[src/rtl/imm_encoder.sv]
// Packs an immediate and register fields into a 32-bit RISC-V instruction word.
// Each result is tagged with a sequential address and a range-error flag, then held in a 2-entry FIFO.
module imm_encoder #(
    parameter int unsigned           INSTR_WIDTH = 32,
    parameter int unsigned           ADDR_WIDTH  = 32,
    parameter logic [ADDR_WIDTH-1:0] BASE_ADDR   = '0
) (
    input  logic                   clk,
    input  logic                   rst_n,
    input  logic                   in_valid,
    output logic                   in_ready,
    input  logic [2:0]             ImmSrc,
    input  logic [31:0]            imm,
    input  logic [6:0]             opcode,
    input  logic [4:0]             rd,
    input  logic [4:0]             rs1,
    input  logic [4:0]             rs2,
    input  logic [2:0]             funct3,
    output logic                   out_valid,
    input  logic                   out_ready,
    output logic [INSTR_WIDTH-1:0] instr,
    output logic [ADDR_WIDTH-1:0]  addr,
    output logic                   imm_err,
    output logic [15:0]            err_count
);

    logic [31:0]            enc_instr;
    logic                   enc_err;
    logic                   push, pop;

    logic [1:0]             count_q, count_d;
    logic [INSTR_WIDTH-1:0] head_instr_q, head_instr_d, tail_instr_q, tail_instr_d;
    logic [ADDR_WIDTH-1:0]  head_addr_q, head_addr_d, tail_addr_q, tail_addr_d;
    logic                   head_err_q, head_err_d, tail_err_q, tail_err_d;
    logic [ADDR_WIDTH-1:0]  addr_cnt_q, addr_cnt_d;
    logic [15:0]            err_count_q, err_count_d;

    // Encoders 5-7 fall back to the I-type packing and range rule.
    always_comb begin
        enc_instr = {imm[11:0], rs1, funct3, rd, opcode};
        enc_err   = !((&imm[31:11]) || (~|imm[31:11]));
        case (ImmSrc)
            3'd1: enc_instr = {imm[11:5], rs2, rs1, funct3, imm[4:0], opcode};
            3'd2: begin
                enc_instr = {imm[12], imm[10:5], rs2, rs1, funct3, imm[4:1], imm[11], opcode};
                enc_err   = !((&imm[31:12]) || (~|imm[31:12])) || imm[0];
            end
            3'd3: begin
                enc_instr = {imm[20], imm[10:1], imm[11], imm[19:12], rd, opcode};
                enc_err   = !((&imm[31:20]) || (~|imm[31:20])) || imm[0];
            end
            3'd4: begin
                enc_instr = {imm[31:12], rd, opcode};
                enc_err   = |imm[11:0];
            end
            default: ;
        endcase
    end

    // rst_n gates in_ready so nothing is accepted while the buffer is being cleared.
    assign in_ready  = rst_n && (count_q != 2'd2);
    assign out_valid = (count_q != 2'd0);
    assign push      = in_valid && in_ready;
    assign pop       = out_valid && out_ready;

    always_comb begin
        count_d      = count_q;
        head_instr_d = head_instr_q;
        head_addr_d  = head_addr_q;
        head_err_d   = head_err_q;
        tail_instr_d = tail_instr_q;
        tail_addr_d  = tail_addr_q;
        tail_err_d   = tail_err_q;
        addr_cnt_d   = addr_cnt_q;
        err_count_d  = err_count_q;

        if (push) begin
            addr_cnt_d = addr_cnt_q + ADDR_WIDTH'(4);
            if (enc_err && (err_count_q != 16'hFFFF)) begin
                err_count_d = err_count_q + 16'd1;
            end
        end

        case ({push, pop})
            2'b10: begin
                if (count_q == 2'd0) begin
                    head_instr_d = INSTR_WIDTH'(enc_instr);
                    head_addr_d  = addr_cnt_q;
                    head_err_d   = enc_err;
                end else begin
                    tail_instr_d = INSTR_WIDTH'(enc_instr);
                    tail_addr_d  = addr_cnt_q;
                    tail_err_d   = enc_err;
                end
                count_d = count_q + 2'd1;
            end
            2'b01: begin
                head_instr_d = tail_instr_q;
                head_addr_d  = tail_addr_q;
                head_err_d   = tail_err_q;
                count_d      = count_q - 2'd1;
            end
            2'b11: begin
                if (count_q == 2'd1) begin
                    head_instr_d = INSTR_WIDTH'(enc_instr);
                    head_addr_d  = addr_cnt_q;
                    head_err_d   = enc_err;
                end else begin
                    head_instr_d = tail_instr_q;
                    head_addr_d  = tail_addr_q;
                    head_err_d   = tail_err_q;
                    tail_instr_d = INSTR_WIDTH'(enc_instr);
                    tail_addr_d  = addr_cnt_q;
                    tail_err_d   = enc_err;
                end
            end
            default: ;
        endcase
    end

    always_ff @(posedge clk) begin
        if (!rst_n) begin
            count_q      <= 2'd0;
            head_instr_q <= '0;
            head_addr_q  <= BASE_ADDR;
            head_err_q   <= 1'b0;
            tail_instr_q <= '0;
            tail_addr_q  <= BASE_ADDR;
            tail_err_q   <= 1'b0;
            addr_cnt_q   <= BASE_ADDR;
            err_count_q  <= 16'd0;
        end else begin
            count_q      <= count_d;
            head_instr_q <= head_instr_d;
            head_addr_q  <= head_addr_d;
            head_err_q   <= head_err_d;
            tail_instr_q <= tail_instr_d;
            tail_addr_q  <= tail_addr_d;
            tail_err_q   <= tail_err_d;
            addr_cnt_q   <= addr_cnt_d;
            err_count_q  <= err_count_d;
        end
    end

    assign instr     = head_instr_q;
    assign addr      = head_addr_q;
    assign imm_err   = head_err_q;
    assign err_count = err_count_q;

endmodule

[config.mk]
export PLATFORM = sky130hd
export DESIGN_NAME = imm_encoder
export DESIGN_NICKNAME = d
export VERILOG_FILES = /design/src/rtl/imm_encoder.sv
export SDC_FILE = /design/constraint.sdc
export NUM_CORES = 1
export LEC_CHECK = 0
export BUFFER_PORTS_ARGS = -buffer_cell sky130_fd_sc_hd__buf_2
export CELL_PAD_IN_SITES_DETAIL_PLACEMENT = 1
export CELL_PAD_IN_SITES_GLOBAL_PLACEMENT = 1
export CORE_ASPECT_RATIO = 0.6
export CORE_UTILIZATION = 41
export CTS_BUF_LIST = sky130_fd_sc_hd__clkbuf_16
export DETAILED_ROUTE_END_ITERATION = 6
export MAX_ROUTING_LAYER = met4
export PLACE_DENSITY = 0.81
export SLEW_MARGIN = 40
export SYNTH_ARGS = -nofsm -noshare
export SYNTH_HDL_FRONTEND = slang
export SYNTH_SLANG_ARGS = --single-unit
[constraint.sdc]
create_clock -name clk -period 3.3 [get_ports clk]
set_clock_uncertainty 0.05 [all_clocks]
set_input_delay 0.495 -clock clk [delete_from_list [all_inputs] [get_ports clk]]
set_output_delay 0.495 -clock clk [all_outputs]
set_load 0.03 [all_outputs]
# == After elaboration in Yosys (flattened, before gate mapping) ==
# Index checks and enable logic that the tools add are counted.
# op_classes
n_mux,21
reduce_logical,30
n_addsub,4
eq_ne,13
# ops
op,n
$mux 32,8
$pmux 32 s3,2
$pmux 32 s2,2
$pmux 32 s4,1
$add 32x3->32 const B,1
$reduce_or 12->1,2
$reduce_and 21->1,1
$reduce_or 21->1,1
$reduce_and 20->1,1
$reduce_or 20->1,1
$add 16x1->16 const B,1
$ne 16x16->1 const B,1
$reduce_and 12->1,1
$ne 2x2->1 const B,4
$eq 3x2->1 const B,2
$logic_not 1->1,6
$pmux 1 s3,2
$reduce_bool 2->1,3
$logic_or 1x1->1,5
$eq 2x1->1 const B,2
$eq 2x2->1 const B,2
$logic_and 1x1->1,4
$mux 1,4
$pmux 2 s2,1
9 further kinds,10
# totals
out_inout_bits,83
regBits,180
inputBits,64

# == Longest topological paths before layout ==
# Gate-level depths: netlist of the first run.
# depth
depth_word,8
depth_mapped,13
ltp_nobuf,11

# == Worst setup path before layout of the first run ==
# OpenSTA, ideal clock, no wires.
# synth_timing
path_type,register to register
startpoint,reg count_q[0]
endpoint,reg tail_instr_q[15]
setup_slack_ps,734
stages_incl_launch_ff,13
arrival_time_ps,2438
path_buffers,2
path_cell_list,dfxtp_1 inv_1 ha_1 nor2_4 nand2_1 inv_2 buf_4 ha_1 o21ai_0 a21oi_1 clkbuf_1 nor2_1 nor3_1
# synth_between
elab_chain_len,6
word_cells_on_any_way,14
# synth_rtl
item,line_no,source
"start, declared",31,"logic [1:0] count_q, count_d;"
"start signal, assigned",133,count_q <= count_d;
$ne 2x2->1 *,61,assign in_ready = rst_n && (count_q != 2'd2);
$logic_and 1x1->1 *,61,
net in_ready,11,"output logic in_ready,"
$logic_and 1x1->1 *,63,assign push = in_valid && in_ready;
net push,29,"logic push, pop;"
$eq 2x2->1,84,"case ({push, pop})"
$ne 2x2->1 (no line) or $reduce_bool 2->1 (tied branches),--,
$reduce_and 3->1 (no line),--,
"end signal, assigned",137,tail_instr_q <= tail_instr_d;
"end, declared",32,"logic [INSTR_WIDTH-1:0] head_instr_q, head_instr_d, tail_instr_q, tail_instr_d;"
# Mark *: on every way through the listed nets, which the timed path passes. The rest lies on a longest branch.
# A chain may end at the register's enable or synchronous reset.

# == Worst setup path after layout of the first run ==
# layout_timing
startpoint,reg count_q[0]
endpoint,reg tail_instr_q[19]
# layout_between
elab_chain_len,6
word_cells_on_any_way,14
# layout_rtl
item,line_no
$ne 2x2->1,61
$logic_and 1x1->1,61
$logic_and 1x1->1,63
$eq 2x2->1,84
$ne 2x2->1 (no line) or $reduce_bool 2->1 (tied branches),--
$reduce_and 3->1 (no line),--
# Parallel ways exist; a longest one is shown, timed or not.

==> results of run 1 <==
[critical path, cell delays in order, from the launching register on]
cell and delay [ps]:
dfxtp_1 400, inv_1 90, ha_1 280, inv_1 170, nand2_1 200, inv_1 240
ha_1 330, o21ai_0 190, a21oi_4 340, buf_12 270, nor2_1 80, nor3_1 200
[cells in the mapped netlist, drive strengths merged (2+ instances only)]
cell type / number
nor2: 117
xnor2: 14
a222oi: 24
and2: 9
and3: 15
clkbuf: 56
or4: 6
a221oi: 32
a22oi: 5
or3: 11
nor2b: 5
a211oi: 3
o31ai: 5
dfxtp: 174
mux2i: 14
o21ai: 22
and4: 2
inv: 12
a31oi: 6
nand4: 13
nand2b: 3
a21oi: 78
ha: 8
nand2: 160
o221ai: 2
nand3: 24
nor4: 9
xor2: 9
mux2: 12
nor3: 48
nor4b: 2
o211ai: 6
buf: 11
[kinds of logic after synthesis]
kind of cell               after synthesis  share of synthesized area (%)
and+or+nand+nor                        426                           25.6
AOI/OAI and AO/OA                      188                           16.9
DFF                                    174                           45.6
buffers and inverters                   79                           4.31
muxes                                   26                           3.61
xor gates and xnor gates                23                           2.64
adders and majority gates                8                           1.31
other                                    1                         0.0491
[metrics by stage]
stage	instances	hold WS, ps
after floorplan	926	386
after global placement	1257	392
after detailed placement	1257	397
after CTS	1289	245
after global routing	1289	265
final	1289	258
[layer usage]
metal  GRT usage (%)  wire length [um]  share of wire [%]  vias to the layer above
met5               -                 0                  0                        -
met4            6.41               189               0.81                        0
met3            5.01              1300                5.5                       18
met2            38.6             10000                 43                      179
met1            36.0             11900                 51                     3581
li1                -                 -                  -                     3510
[layout make-up]
class / count / area [um^2]
inverters: 12 / 47.5
multi-input cells: 673 / 3870
fillers: 2234 / 8990
repair buffers: 158 / 880
flip-flops and latches: 174 / 3480
clock buffers: 17 / 425
well taps: 240 / 300
clock inverters: 15 / 173
[power by group]
| group | switching (mW) | internal (mW) |
|---|---|---|
| registers | 0.198 | 2.45 |
| clock network | 0.983 | 1.08 |
| logic | 1.87 | 0.826 |
| total | 3.05 | 4.36 |
[path summary, 6_finish.rpt]
| check | start | to | cells after the start |
|---|---|---|---|
| setup / recovery | count_q[0] | tail_instr_q[19] | 11 |
| hold / removal | opcode[6] | tail_instr_q[6] | 3 |
| setup reg to reg | count_q[0] | tail_instr_q[19] | 11 |
| hold reg to reg | tail_instr_q[23] | tail_instr_q[23] | 2 |
[sequential cells by signal (all words and copies together) (netlist names)]
| name | count |
|---|---|
| tail_addr_q | 30 |
| count_q | 2 |
| tail_err_q | 1 |
| addr | 30 |
| err_count | 16 |
| imm_err | 1 |
| addr_cnt_q | 30 |
| instr | 32 |
| tail_instr_q | 32 |
==> flow_summary.ini, run 1 <==
[detailed_routing]
detail-route-antenna-nets = 0
post_drt_wl_per_cell_um = 18.1
drtIter0Drc = 552
dr.pass1.iters = 6
via_count = 7288
viasPerCell = 5.65
drc = 0
drt-total-wl_um = 23400

[yosys]
ys_seq_elements = 174
synthArstFlopShare_pct = 0
synth_top_area_share_pct = 45.6
yosysWarnings = 0
ys_top_cells_by_area = dfxtp_1 46%, nand2_1 7.9%, nor2_1 5.7%
synth_cell_types = 52
synth-edff-count = 0
syn-cell-area_um2 = 7630
synthCells = 925
synth_top_area_cell = dfxtp_1
yosysSeqAreaShare_pct = 45.6
avgSynthCellArea_um2 = 8.25
synthFlopType = dfxtp_1

[critical_path]
crit_fanout = 42
cp-end-kind = flip-flop
start_kind = flip-flop
critPathRequiredTime_ps = 3600
crit_type = flip-flop to flip-flop
crit_arrival_ps = 3230
r2r_slack_ps = 360

[cts]
htree_levels = 4
cts_root_buf = clkbuf_16
holdBufCountCts = 0
cts_max_path_buffers = 2
path_clk_slew_ps = 80
post_cts_buffers = 0
post_cts_resized = 0
cts.sinks = 174
insertion_delay_ps = 440
tritoncts.num_buffers = 17
cts_tree = done

[job]
cap_violations = 0

[global_routing]
antenna_found_initial = 0
grt_max_degree = 93
grt_pass1_vias = 7211
grt_overflow = 0
grt_pass1_wl_um = 37900
grt.total_usage_pct = 26.0

[pwr]
powerDensity_nw_per_um2 = 808
peakVddDrop_v = 0.000602
power.leakage_nw = 3.63
total_power_mw = 7.41

[place]
io_buffers = 144
dp_slack_ps = 428
postPlaceCellArea_um2 = 8580
dp_hpwl_um = 15700
gp_congestion = 0.923

[floorplan]
die_y_um = 108
core_um2 = 18200
die_w_um = 178
die_area_um2 = 19200
rows = 38
io_pins = 147
initial_core_util_pct = 42.0

[sta]
drv_slew = 0
relSlewSlack_pct = 49.9
fin_crit_sh_pct = 89.0
tightest_slew_ps = 752
finalSetupViolCount = 0
finalSetupTns_ps = 0
clock.fmax_mhz = 340
min_period_ps = 2940
rsz0062_at_grt = no
finalHoldViolations = 0
fin_ws_ps = 362

[min_path]
min_path_type = input port to flip-flop

[cells_and_area]
drive_gt1_share_pct = 21.1
final_common_cell = dfxtp_1
finalNetCount = 1108
diodes = 0
final_cell_mix = 174 x dfxtp_1, 160 x nand2_1, 144 x buf_2
final_area_um2 = 9180
areaGrowthSynthToFinish_pct = 20.2
utilization_pct = 50.5

[status]
outcome = finished, final reports clean
Note: power is estimated with default switching activity, not from simulation.
==> run 2, diff against run 1 <==
--- a/config.mk
+++ b/config.mk
@@ -12,8 +12,10 @@
 export CORE_UTILIZATION = 41
 export CTS_BUF_LIST = sky130_fd_sc_hd__clkbuf_16
 export DETAILED_ROUTE_END_ITERATION = 6
+export GPL_TIMING_DRIVEN = 0
 export MAX_ROUTING_LAYER = met4
 export PLACE_DENSITY = 0.81
+export REMOVE_ABC_BUFFERS = 1
 export SLEW_MARGIN = 40
 export SYNTH_ARGS = -nofsm -noshare
 export SYNTH_HDL_FRONTEND = slang
==> flow_summary.ini, run 2 (synthesis gave the netlist of run 1 again) <==
[status]
outcome = finished, final reports clean

[cts]
cts_root_buf = clkbuf_16
insertion_delay_ps = 440
holdBufCountCts = 0
cts_max_path_buffers = 2
cts_tree = done
path_clk_slew_ps = 70
tritoncts.num_buffers = 17
htree_levels = 4
cts.sinks = 174

[floorplan]
rows = 38
die_area_um2 = 19200
core_um2 = 18200
die_y_um = 108
die_w_um = 178
io_pins = 147
initial_core_util_pct = 42.0

[detailed_routing]
drt-total-wl_um = 23500
post_drt_wl_per_cell_um = 18.0
via_count = 7395
dr.pass1.iters = 6
drc = 0
viasPerCell = 5.67
drtIter0Drc = 577
detail-route-antenna-nets = 0

[sta]
tightest_slew_ps = 618
clock.fmax_mhz = 323
finalHoldViolations = 0
min_period_ps = 3090
fin_hold_ws_ps = 267
rsz0062_at_grt = no
fin_crit_sh_pct = 93.7
finalSetupViolCount = 0
drv_slew = 0
finalSetupTns_ps = 0
relSlewSlack_pct = 58.4

[place]
dp_hpwl_um = 16400
io_buffers = 144
placedCellCount = 1268
gp_congestion = 0.936

[global_routing]
grt_pass1_vias = 7154
grt_overflow = 0
grt_pass1_wl_um = 37500
antenna_found_initial = 0
grt_max_degree = 60
grt.total_usage_pct = 25.7

[cells_and_area]
finalNetCount = 1124
final_cell_mix = 174 x dfxtp_1, 159 x nand2_1, 151 x buf_2
areaGrowthSynthToFinish_pct = 22.9
drive_gt1_share_pct = 22.3
diodes = 0
fill_cells = 2211
utilization_pct = 51.6
final_common_cell = dfxtp_1
final_cells = 1305

[critical_path]
crit_fanout = 23
critPathBufInv = 6
crit_type = flip-flop to flip-flop
r2r_start = count_q[0]
r2r_slack_ps = 210
start_kind = flip-flop
cp_top_family = buffers and inverters
r2r-end = addr[25]
slowest_stage = dfxtp_1
slowest_delay_ps = 370
crit_arrival_ps = 3400
crit_chain = inv_1, ha_1, inv_1, nand2_1, inv_4, ha_2, a21oi_1, nor2_4, buf_8, buf_8, buf_8, a221oi_1, nor3_1
cp-end-kind = flip-flop
r2r.worst_path.cells = 13
critPathRequiredTime_ps = 3610
cpMostUsedCell = buf_8

[min_path]
holdPathEnd = tail_instr_q[4]
worstHoldStart = opcode[4]
min_path_type = input port to flip-flop
hold_depth = 3

[pwr]
peakVddDrop_v = 0.000474
total_power_mw = 7.52
power.leakage_nw = 3.71
powerDensity_nw_per_um2 = 802

[job]
cap_violations = 0
-- run 2: worst max path at each step --
stage | startpoint | end | slack [ps] | cells past startpoint
final | count_q[0] | addr[25] | 210 | 13
after global routing | count_q[0] | tail_instr_q[29] | 10 | 13
after CTS | count_q[0] | tail_instr_q[29] | 100 | 13
after detailed placement | rst_n | tail_instr_q[29] | -630 | 14
after global placement | rst_n | tail_instr_q[7] | -5870 | 11
after floorplan | rst_n | tail_instr_q[7] | -2410 | 10
-- run 2: metal layers --
metal | routed length, um | part of all wire (%) | vias up | GRT usage (%)
li1 | - | - | 3561 | -
met1 | 11900 | 51 | 3619 | 36.0
met2 | 10000 | 43 | 187 | 37.2
met3 | 1260 | 5.4 | 28 | 5.37
met4 | 281 | 1.2 | 0 | 7.51
met5 | 0 | 0 | - | -
-- run 2: timing repair --
action	4_1_cts	5_1_grt
endpoints found under the setup margin	34	35
gates resized for setup	2	5
buffers inserted	1	4
pin swaps	1	1
-- run 2: stage by stage --
stage               worst slack, ps  instance area (um^2)
CTS                            99.3                  9330
global route                   10.2                  9380
detailed placement             -627                  8770
finish                          209                  9380
floorplan                     -2410                  7350
global placement              -5870                  8370
-- run 2: worst register-to-register path: stages (launching register included) --
cell	delay, ps
dfxtp_1	370
inv_1	90
ha_1	290
inv_1	160
nand2_1	240
inv_4	190
ha_2	270
a21oi_1	130
nor2_4	350
buf_8	230
buf_8	190
buf_8	210
a221oi_1	110
nor3_1	130
-- run 2: cell type report --
cell class / count / area, um^2 / share of cell area [%]
tap: 240 / 300 / 3.20
clock inverter: 15 / 124 / 1.32
inverter: 12 / 57.6 / 0.614
timing repair buffer: 174 / 1110 / 11.8
clock buffer: 17 / 425 / 4.54
sequential: 174 / 3480 / 37.1
multi-input combinational: 673 / 3880 / 41.3
-- run 2: power by group --
group | switching (mW) | internal, mW
Sequential | 0.195 | 2.45
Clock | 0.889 | 1.03
Combinational | 1.93 | 1.02
Total | 3.01 | 4.50
